[src/rtl/irq_pkg.sv]
// Shared constants, FSM state type and priority encoder
// for the interrupt pending latch.
package irq_pkg;

    localparam int IRQ_N    = 4;
    localparam int IRQ_ID_W = 2;

    typedef enum logic {
        IDLE    = 1'b0,
        PRESENT = 1'b1
    } irq_state_t;

    // Highest set index wins
    function automatic logic [1:0] prio_enc4(logic [3:0] v);
        logic [1:0] r;
        if (v[3])      r = 2'd3;
        else if (v[2]) r = 2'd2;
        else if (v[1]) r = 2'd1;
        else           r = 2'd0;
        return r;
    endfunction

endpackage

[src/rtl/irq_pending_latch_if.sv]
// Request, handshake and status bundle between
// the interrupt source side and the pending latch.
interface irq_pending_latch_if;
    import irq_pkg::*;

    logic [IRQ_N-1:0]    irq_in;
    logic [IRQ_N-1:0]    irq_mask;
    logic                irq_ack;
    logic                irq_valid;
    logic [IRQ_ID_W-1:0] irq_id;
    logic [IRQ_N-1:0]    pending;
    logic [IRQ_N-1:0]    missed;

    modport master (
        output irq_in, irq_mask, irq_ack,
        input  irq_valid, irq_id, pending, missed
    );

    modport slave (
        input  irq_in, irq_mask, irq_ack,
        output irq_valid, irq_id, pending, missed
    );

endinterface

[src/rtl/irq_edge_sync.sv]
// Two-flop synchronizer plus delay flop; pulses
// one cycle on each synchronized rising edge.
module irq_edge_sync (
    input  logic clk,
    input  logic rst,
    input  logic async_in,
    output logic rise_pulse
);

    logic s1_q, s2_q, s3_q;

    always_ff @(posedge clk or posedge rst) begin
        if (rst) begin
            s1_q <= 1'b0;
            s2_q <= 1'b0;
            s3_q <= 1'b0;
        end else begin
            s1_q <= async_in;
            s2_q <= s1_q;
            s3_q <= s2_q;
        end
    end

    assign rise_pulse = s2_q & ~s3_q;

endmodule

[src/rtl/irq_pending_latch.sv]
// Sticky pending/missed registers, priority select
// and valid/ack presentation FSM.
module irq_pending_latch
    import irq_pkg::*;
#(
    parameter int N    = IRQ_N,
    parameter int ID_W = IRQ_ID_W
) (
    input  logic                 clk,
    input  logic                 rst,
    irq_pending_latch_if.slave   bus
);

    logic [N-1:0]    rise;
    logic [N-1:0]    clr;
    logic [N-1:0]    eligible;
    logic [N-1:0]    pending_q, pending_d;
    logic [N-1:0]    missed_q, missed_d;
    logic [ID_W-1:0] id_q, id_d;
    irq_state_t      state_q, state_d;

    for (genvar i = 0; i < N; i++) begin : g_sync
        irq_edge_sync u_sync (
            .clk        (clk),
            .rst        (rst),
            .async_in   (bus.irq_in[i]),
            .rise_pulse (rise[i])
        );
    end

    assign eligible = pending_q & bus.irq_mask;

    // A new edge on the bit being cleared wins over the clear
    always_comb begin
        clr = '0;
        if (state_q == PRESENT && bus.irq_ack)
            clr[id_q] = 1'b1;
        pending_d = (pending_q & ~clr) | rise;
        missed_d  = (missed_q & ~clr) | (rise & pending_q & ~clr);
    end

    always_comb begin
        state_d = state_q;
        id_d    = id_q;
        unique case (state_q)
            IDLE: begin
                if (|eligible) begin
                    state_d = PRESENT;
                    id_d    = prio_enc4(eligible);
                end
            end
            PRESENT: begin
                if (bus.irq_ack)
                    state_d = IDLE;
            end
            default: state_d = IDLE;
        endcase
    end

    always_ff @(posedge clk or posedge rst) begin
        if (rst) begin
            pending_q <= '0;
            missed_q  <= '0;
            id_q      <= '0;
            state_q   <= IDLE;
        end else begin
            pending_q <= pending_d;
            missed_q  <= missed_d;
            id_q      <= id_d;
            state_q   <= state_d;
        end
    end

    assign bus.irq_valid = (state_q == PRESENT);
    assign bus.irq_id    = id_q;
    assign bus.pending   = pending_q;
    assign bus.missed    = missed_q;

endmodule

[src/flat_wrapper.sv]
// flat-port wrapper written by rule: the top's interface ports become plain ports
module irq_pending_latch_flat import irq_pkg::*;
#(
    parameter int N    = IRQ_N,
    parameter int ID_W = IRQ_ID_W
)
  (clk, rst, bus_irq_in, bus_irq_mask, bus_irq_ack, bus_irq_valid, bus_irq_id, bus_pending, bus_missed);
  irq_pending_latch_if bus_i ();
  input  logic clk;
  input  logic rst;
  input wire logic [$bits(bus_i.irq_in)-1:0] bus_irq_in;
  input wire logic [$bits(bus_i.irq_mask)-1:0] bus_irq_mask;
  input wire logic [$bits(bus_i.irq_ack)-1:0] bus_irq_ack;
  output wire logic [$bits(bus_i.irq_valid)-1:0] bus_irq_valid;
  output wire logic [$bits(bus_i.irq_id)-1:0] bus_irq_id;
  output wire logic [$bits(bus_i.pending)-1:0] bus_pending;
  output wire logic [$bits(bus_i.missed)-1:0] bus_missed;
  assign bus_i.irq_in = bus_irq_in;
  assign bus_i.irq_mask = bus_irq_mask;
  assign bus_i.irq_ack = bus_irq_ack;
  assign bus_irq_valid = bus_i.irq_valid;
  assign bus_irq_id = bus_i.irq_id;
  assign bus_pending = bus_i.pending;
  assign bus_missed = bus_i.missed;
  irq_pending_latch #(.N(N), .ID_W(ID_W)) u_core (.clk(clk), .rst(rst), .bus(bus_i));
endmodule
[config.mk]
export PLATFORM = sky130hd
export DESIGN_NAME = irq_pending_latch_flat
export DESIGN_NICKNAME = d
export VERILOG_FILES = /design/src/rtl/irq_pkg.sv /design/src/rtl/irq_pending_latch_if.sv /design/src/rtl/irq_edge_sync.sv /design/src/rtl/irq_pending_latch.sv /design/src/flat_wrapper.sv
export SDC_FILE = /design/constraint.sdc
export NUM_CORES = 1
export LEC_CHECK = 0
export ABC_AREA = 1
export BUFFER_PORTS_ARGS = -buffer_cell sky130_fd_sc_hd__buf_2
export CAP_MARGIN = 20
export CELL_PAD_IN_SITES_DETAIL_PLACEMENT = 0
export CELL_PAD_IN_SITES_GLOBAL_PLACEMENT = 1
export CORE_ASPECT_RATIO = 0.7
export CORE_UTILIZATION = 41
export DETAILED_ROUTE_END_ITERATION = 10
export GPL_ROUTABILITY_DRIVEN = 0
export PLACE_DENSITY = 0.9
export SYNTH_ARGS = -nofsm -noshare
export SYNTH_HDL_FRONTEND = slang
export SYNTH_HIERARCHICAL = 1
export SYNTH_SLANG_ARGS = --single-unit
[constraint.sdc]
create_clock -name clk -period 1.3 [get_ports clk]
set_clock_uncertainty 0.05 [all_clocks]
set_input_delay 0.26 -clock clk [delete_from_list [all_inputs] [get_ports clk]]
set_output_delay 0.26 -clock clk [all_outputs]
set_load 0.005 [all_outputs]
# Word level (Yosys, flattened, before mapping)
# Index checks and enable logic that the tools add are counted.
# word_totals
mem_bits_ro	0
regBits	23
input_bits	11
word_cells	48
n_memories	0
latch_bits	0
ramBits	0
out_inout_bits	11
# classes
n_mul	0
mux	9
reduce_logical	4
n_shift	0
n_lt_le_gt_ge	2
n_eq_ne	0
bitwise	17
div	0
add_sub_neg	0
# op_table
cell	n
$and 4x4->4	5
$or 4x4->4	2
$not 1->1	5
$and 1x1->1	4
$mux 1	4
$mux 2	2
$mux 4	1
$not 4->4	1
$reduce_or 4->1	1
$lt 2x3->1 const B	1
$demux 1 s2	1
$ge 2x1->1 const B	1
$logic_and 1x1->1	2
$pmux 1 s2	1
$reduce_and 2->1	1

# Depth between registers and ports, before layout
# logic_depth
ltp_word	8
mapped_depth	6
mapped_depth_nobuf	6

# Cells and area by module
# Netlist, hierarchy kept.
# by_module_without_submodules
mod	seq_area_each_um2	cells_per_inst	n_inst	area_each_um2
irq_pending_latch	275.3	53	1	481.7
irq_edge_sync	75.1	6	4	88.8

# Worst setup path before layout
# Ideal clock, no wire load.
# synth_timing
kind	register to register
from	reg u_core.pending_q[3], in the netlist u_core/bus.pending[3]
to	reg u_core.id_q[0], in the netlist u_core/bus.irq_id[0]
synth_period_minus_slack_ps	917
setup_ps	117
path_buffers	0
t_required_ps	1133
arrival_time_ps	750
path_stages_with_launch	7
path_slack_ps	383
cell_sequence	dfrtp_1 -> nand2_1 -> nand2_1 -> nand2_1 -> nand2_1 -> nand2_1 -> nand2_1
# synth_via
elab_chain_cells	3
word_cells_on_any_way	4
cone_classes	mux: 1; bitwise: 1; reduce/logical: 2
# synth_lines
element	line	text
start: declaration	irq_pending_latch.sv:17	logic [N-1:0] pending_q, pending_d;
start signal: assignment	irq_pending_latch.sv:67	pending_q <= pending_d;
$and 4x4->4 (*)	irq_pending_latch.sv:31	assign eligible = pending_q & bus.irq_mask;
$reduce_or 4->1	irq_pending_latch.sv:47	if (|eligible) begin
$reduce_and 2->1 (no line)	-	
end signal: assignment	irq_pending_latch.sv:69	id_q <= id_d;
end: declaration	irq_pending_latch.sv:19	logic [ID_W-1:0] id_q, id_d;
# Every way passes the cells marked *; elsewhere a longest branch is shown, timed or not.
# A chain may end at the register's enable or synchronous reset.

# Worst setup path after layout
# layout_timing
from	reg u_core.id_q[1], in the netlist u_core/bus.irq_id[1]
to	out bus_irq_id[1]
# layout_lines
element	line	text
end: declaration	flat_wrapper.sv:15	output wire logic [$bits(bus_i.irq_id)-1:0] bus_irq_id;
# No word-level cell between the ends.

==> metrics list <==
- The flow ran to the end, and the final reports show no timing, DRC or antenna violations.
* Switching Power: 0.0006621 W
* Transition time at the pin with the least slew margin: 0.4175 ns
- Initial antenna violation count: 0
* Die Y-Extent: ~40 µm
- Dividing total power by cell area gives a power density of around 1800 nW/µm².
- Synth Area in Compound Gates: 0.06876
- Final setup vio count: 0
- Pin count of the biggest net entering global routing: 14
* Crit end category: output port
- Measured against the total synthesized area, the mux share comes to 0.
- For this design the top-level I/O count stands at 22.
* Core Rows: 13
- Together, buffers and inverters on the worst path number 1.
* Pre-CTS setup slack: approximately 0.3 ns
- The first routing iteration left 9 violations.
* Clock latency reported for the late side of the worst-skew pair: a little over 0.3 ns
- Routed wire length: 1353 µm
* Worst rel slew slack: 0.7213
* Number of CTS-inserted buffers: 3
- Slowest-stage cell, CP: sky130_fd_sc_hd__dfrtp_1
* Clock-pin slew reported for the worst setup and hold paths after clock tree synthesis: around 0.12 ns
- Of the cells placed in the final design, the portion with a size suffix greater than 1 is 0.3364.
* Avg WL per Cell: 10.49 µm
- TritonCTS clock tree: built
- Yosys warning count: 6
* Initial cell density of the core: 0.4436
* Total leakage power: 0.5584 nW
- The number of global-route vias before repair is 497.
- Clock sink total: 23
- Syn Inst Count: a little under 80
* Drt drc: 0
* Maximum fanout encountered on the critical timing path: 5
- Broken down by cell family, the worst path's largest delay share belongs to flip-flops.
- CP Cell Sequence: buf_2
- Cell internal power was estimated by the tool at 0.001271 W.
* Final Core Density: 0.5557
* Filler Cell Count: 172
- Signal arrival time at the worst endpoint: 0.92 ns
* Sw frac: 0.3426
- Once detail routing completed, the nets flagged for antenna violations numbered 0.
* Fraction of the mapped netlist area in adder cells: 0
* Die span in x: 56.01 µm
* Portion of synthesized cell area occupied by the leading cell type: 0.6876
* Cell types with the largest area share after synthesis: sky130_fd_sc_hd__dfrtp_1 (69%), sky130_fd_sc_hd__inv_1 (6.3%), sky130_fd_sc_hd__nand2_1 (6.3%), sky130_fd_sc_hd__nor3_2 (3.6%), sky130_fd_sc_hd__o21bai_1 (3.6%)
- Count of distinct cell types in the synthesized netlist: 13
* Tcrit/Tclk final: 0.9458
* Total count of max-transition violations in the final report: 0
- Detailed placement finished with a half-perimeter wire length of between 1000 and 1500 µm.
- Overall die area: 2229 µm²
* Final hold violation count: 0
- Cell accounting for the most synthesized area: sky130_fd_sc_hd__dfrtp_1
* Overall track demand over capacity in global routing: 0.1410
* Post-Syn Area per Cell: 10.87 µm²
- Total Negative Setup Slacks: 0 ns
* Highest ir drop seen on vdd: between 0.001 and 0.0015 V
- Setup repair after global routing left no endpoint under its margin.
* Antenna cells: 0
- The share of the Yosys chip area taken by registers is 0.6876.
- The critical path in this run is classified as register to output port.
- Final worst slack: 0.07044 ns
- The worst setup path is launched from a register.
- Seq pwr share: 0.544
* Number of detailed-routing iterations run before antenna repair: 4
- Critical Path RT: 0.99 ns
* Port Buffer Count: 21
* Synthesized Nets: 88
* Class of the tightest hold or removal check: input port to register
- Counting I/O delays and the setup requirement, the final critical path takes 1.230 ns.
- Most used cells in the layout excluding fill and tap cells: sky130_fd_sc_hd__dfrtp_1 (22), sky130_fd_sc_hd__buf_2 (21), sky130_fd_sc_hd__nand2_1 (14), sky130_fd_sc_hd__inv_1 (14), sky130_fd_sc_hd__dlygate4sd3_1 (5)
* Combined area of all synthesized cells: 837.1 µm²
- The first global-routing pass estimated 2166 µm of wire.
- Of the total synthesized cell area, the portion taken by AND, OR, NAND and NOR gates is 0.1719.
- Delay of the slowest cell on the worst path: 0.46 ns
* Area share of xor/xnor cells in the synthesized design: 0
- The share of total power dissipated in combinational logic is 0.288.
- Counting flops and latches in the post-synthesis netlist gives 23.
- Routed via count divided by cell count: 4.558
- After synthesis, the largest family of logic cells by area is simple AND/OR/NAND/NOR gates.
- The total area inside the core boundary comes to 1887 µm².
- Fin nets: between 100 and 150
- Final-layout worst hold slack: 0.1307 ns
* Max H-tree Level: 1
- Summed over all layers, the global routing overflow is 0.
- Max-cap violations in this run came to 0.
* Via count: approximately 600
- The share of total power dissipated in the clock network is 0.167.
- FMAX: 813.3 MHz
* Root buffer cell: sky130_fd_sc_hd__clkbuf_4
* Area growth from synthesis to layout: 25.26%
- The longest clock path from root to sink contains 2 buffers.
* Number of buffers inserted to repair setup after CTS: 0
* Most common cell after layout, fill and taps aside: sky130_fd_sc_hd__dfrtp_1
==> synth_stat cells <==
library cell and instances:
sky130_fd_sc_hd__dfrtp_1 23, sky130_fd_sc_hd__inv_1 14, sky130_fd_sc_hd__nand2_1 14, sky130_fd_sc_hd__a21oi_1 4
sky130_fd_sc_hd__nor2_1 4, sky130_fd_sc_hd__nor2_2 4, sky130_fd_sc_hd__o21bai_1 4, sky130_fd_sc_hd__nor3_2 3
sky130_fd_sc_hd__inv_2 2, sky130_fd_sc_hd__nand3_1 2, sky130_fd_sc_hd__nand2_2 1, sky130_fd_sc_hd__nor3_1 1
sky130_fd_sc_hd__o211ai_1 1
==> state kept, by name, indices dropped and copies added (netlist names) <==
signal and count:
u_core/bus.irq_valid 1, u_core/g_sync.u_sync/s3_q 4, u_core/bus.irq_id 2, u_core/g_sync.u_sync/s2_q 4, u_core/bus.pending 4, u_core/g_sync.u_sync/s1_q 4
u_core/bus.missed 4
==> power groups by stage <==
stage / Sequential (W) / Clock, W / Combinational [W]
4_1_cts: 0.00105 / 0.000340 / 0.000567
3_5_place_dp: 0.00107 / 0 / 0.000555
3_3_place_gp: 0.00106 / 0 / 0.000546
2_1_floorplan: 0.00106 / 0 / 0.000311
5_1_grt: 0.00109 / 0.000369 / 0.000652
6_report: 0.00105 / 0.000323 / 0.000557
==> timing repair <==
action                                 4_1_cts  5_1_grt
endpoints found under the hold margin       27        0
resized for setup                            0        1
hold buffers                                 5        0
setup endpoints to repair                    0        1
==> metal layers <==
metal	GRT usage	share of wire
met1	0.1767	0.46
met2	0.2173	0.45
met3	0.07261	0.072
met4	0.03659	0.0081
met5	0	0
==> cell type report <==
type | count | area [µm²] | share of cell area
timing repair buffer | 26 | 155.1 | 0.1480
inverter | 16 | 60.06 | 0.05728
clock buffer | 3 | 22.52 | 0.02148
clock inverter | 1 | 5.005 | 0.004773
tap | 22 | 27.53 | 0.02625
multi-input combinational | 38 | 201.4 | 0.1921
sequential | 23 | 576.8 | 0.5501
==> worst reg2reg max path, stage by stage (launching register included) <==
cell and delay (ns):
sky130_fd_sc_hd__dfrtp_1 0.43, sky130_fd_sc_hd__nand2_1 0.11, sky130_fd_sc_hd__nand2_1 0.05, sky130_fd_sc_hd__nand2_1 0.10, sky130_fd_sc_hd__nand2_1 0.06, sky130_fd_sc_hd__nand2_1 0.05
sky130_fd_sc_hd__nand2_1 0.05
==> path summary, 6_finish.rpt <==
check	depth (start not counted)	startpoint	slack [ns]	endpoint
max	1	u_core/bus.irq_id[1]$_DFFE_PP0P_	0.07	bus_irq_id[1]
min	2	bus_irq_ack	0.13	u_core/bus.irq_valid$_DFF_PP0_
max reg2reg	6	u_core/bus.pending[3]$_DFF_PP0_	0.30	u_core/bus.irq_id[0]$_DFFE_PP0P_
min reg2reg	0	u_core/g_sync[1].u_sync/s1_q$_DFF_PP0_	0.31	u_core/g_sync[1].u_sync/s2_q$_DFF_PP0_
max in group asynchronous	3	rst	0.43	u_core/bus.irq_id[0]$_DFFE_PP0P_
min in group asynchronous	3	rst	0.33	u_core/g_sync[0].u_sync/s3_q$_DFF_PP0_
==> metrics by stage <==
step	power, W	cell area, µm²	instances
floorplan	0.001375	837.1	77
detailed placement	0.001623	969.7	120
finish	0.001933	1049	129
global route	0.002108	1049	129
global placement	0.001603	969.7	120
CTS	0.001960	1047	129
==> kinds of logic after synthesis <==
family / count (synthesis)
AND/OR/NAND/NOR: 29
buffers and inverters: 16
flip-flops: 23
AO/OA/AOI/OAI: 9
(Power assumes the default switching activity.)
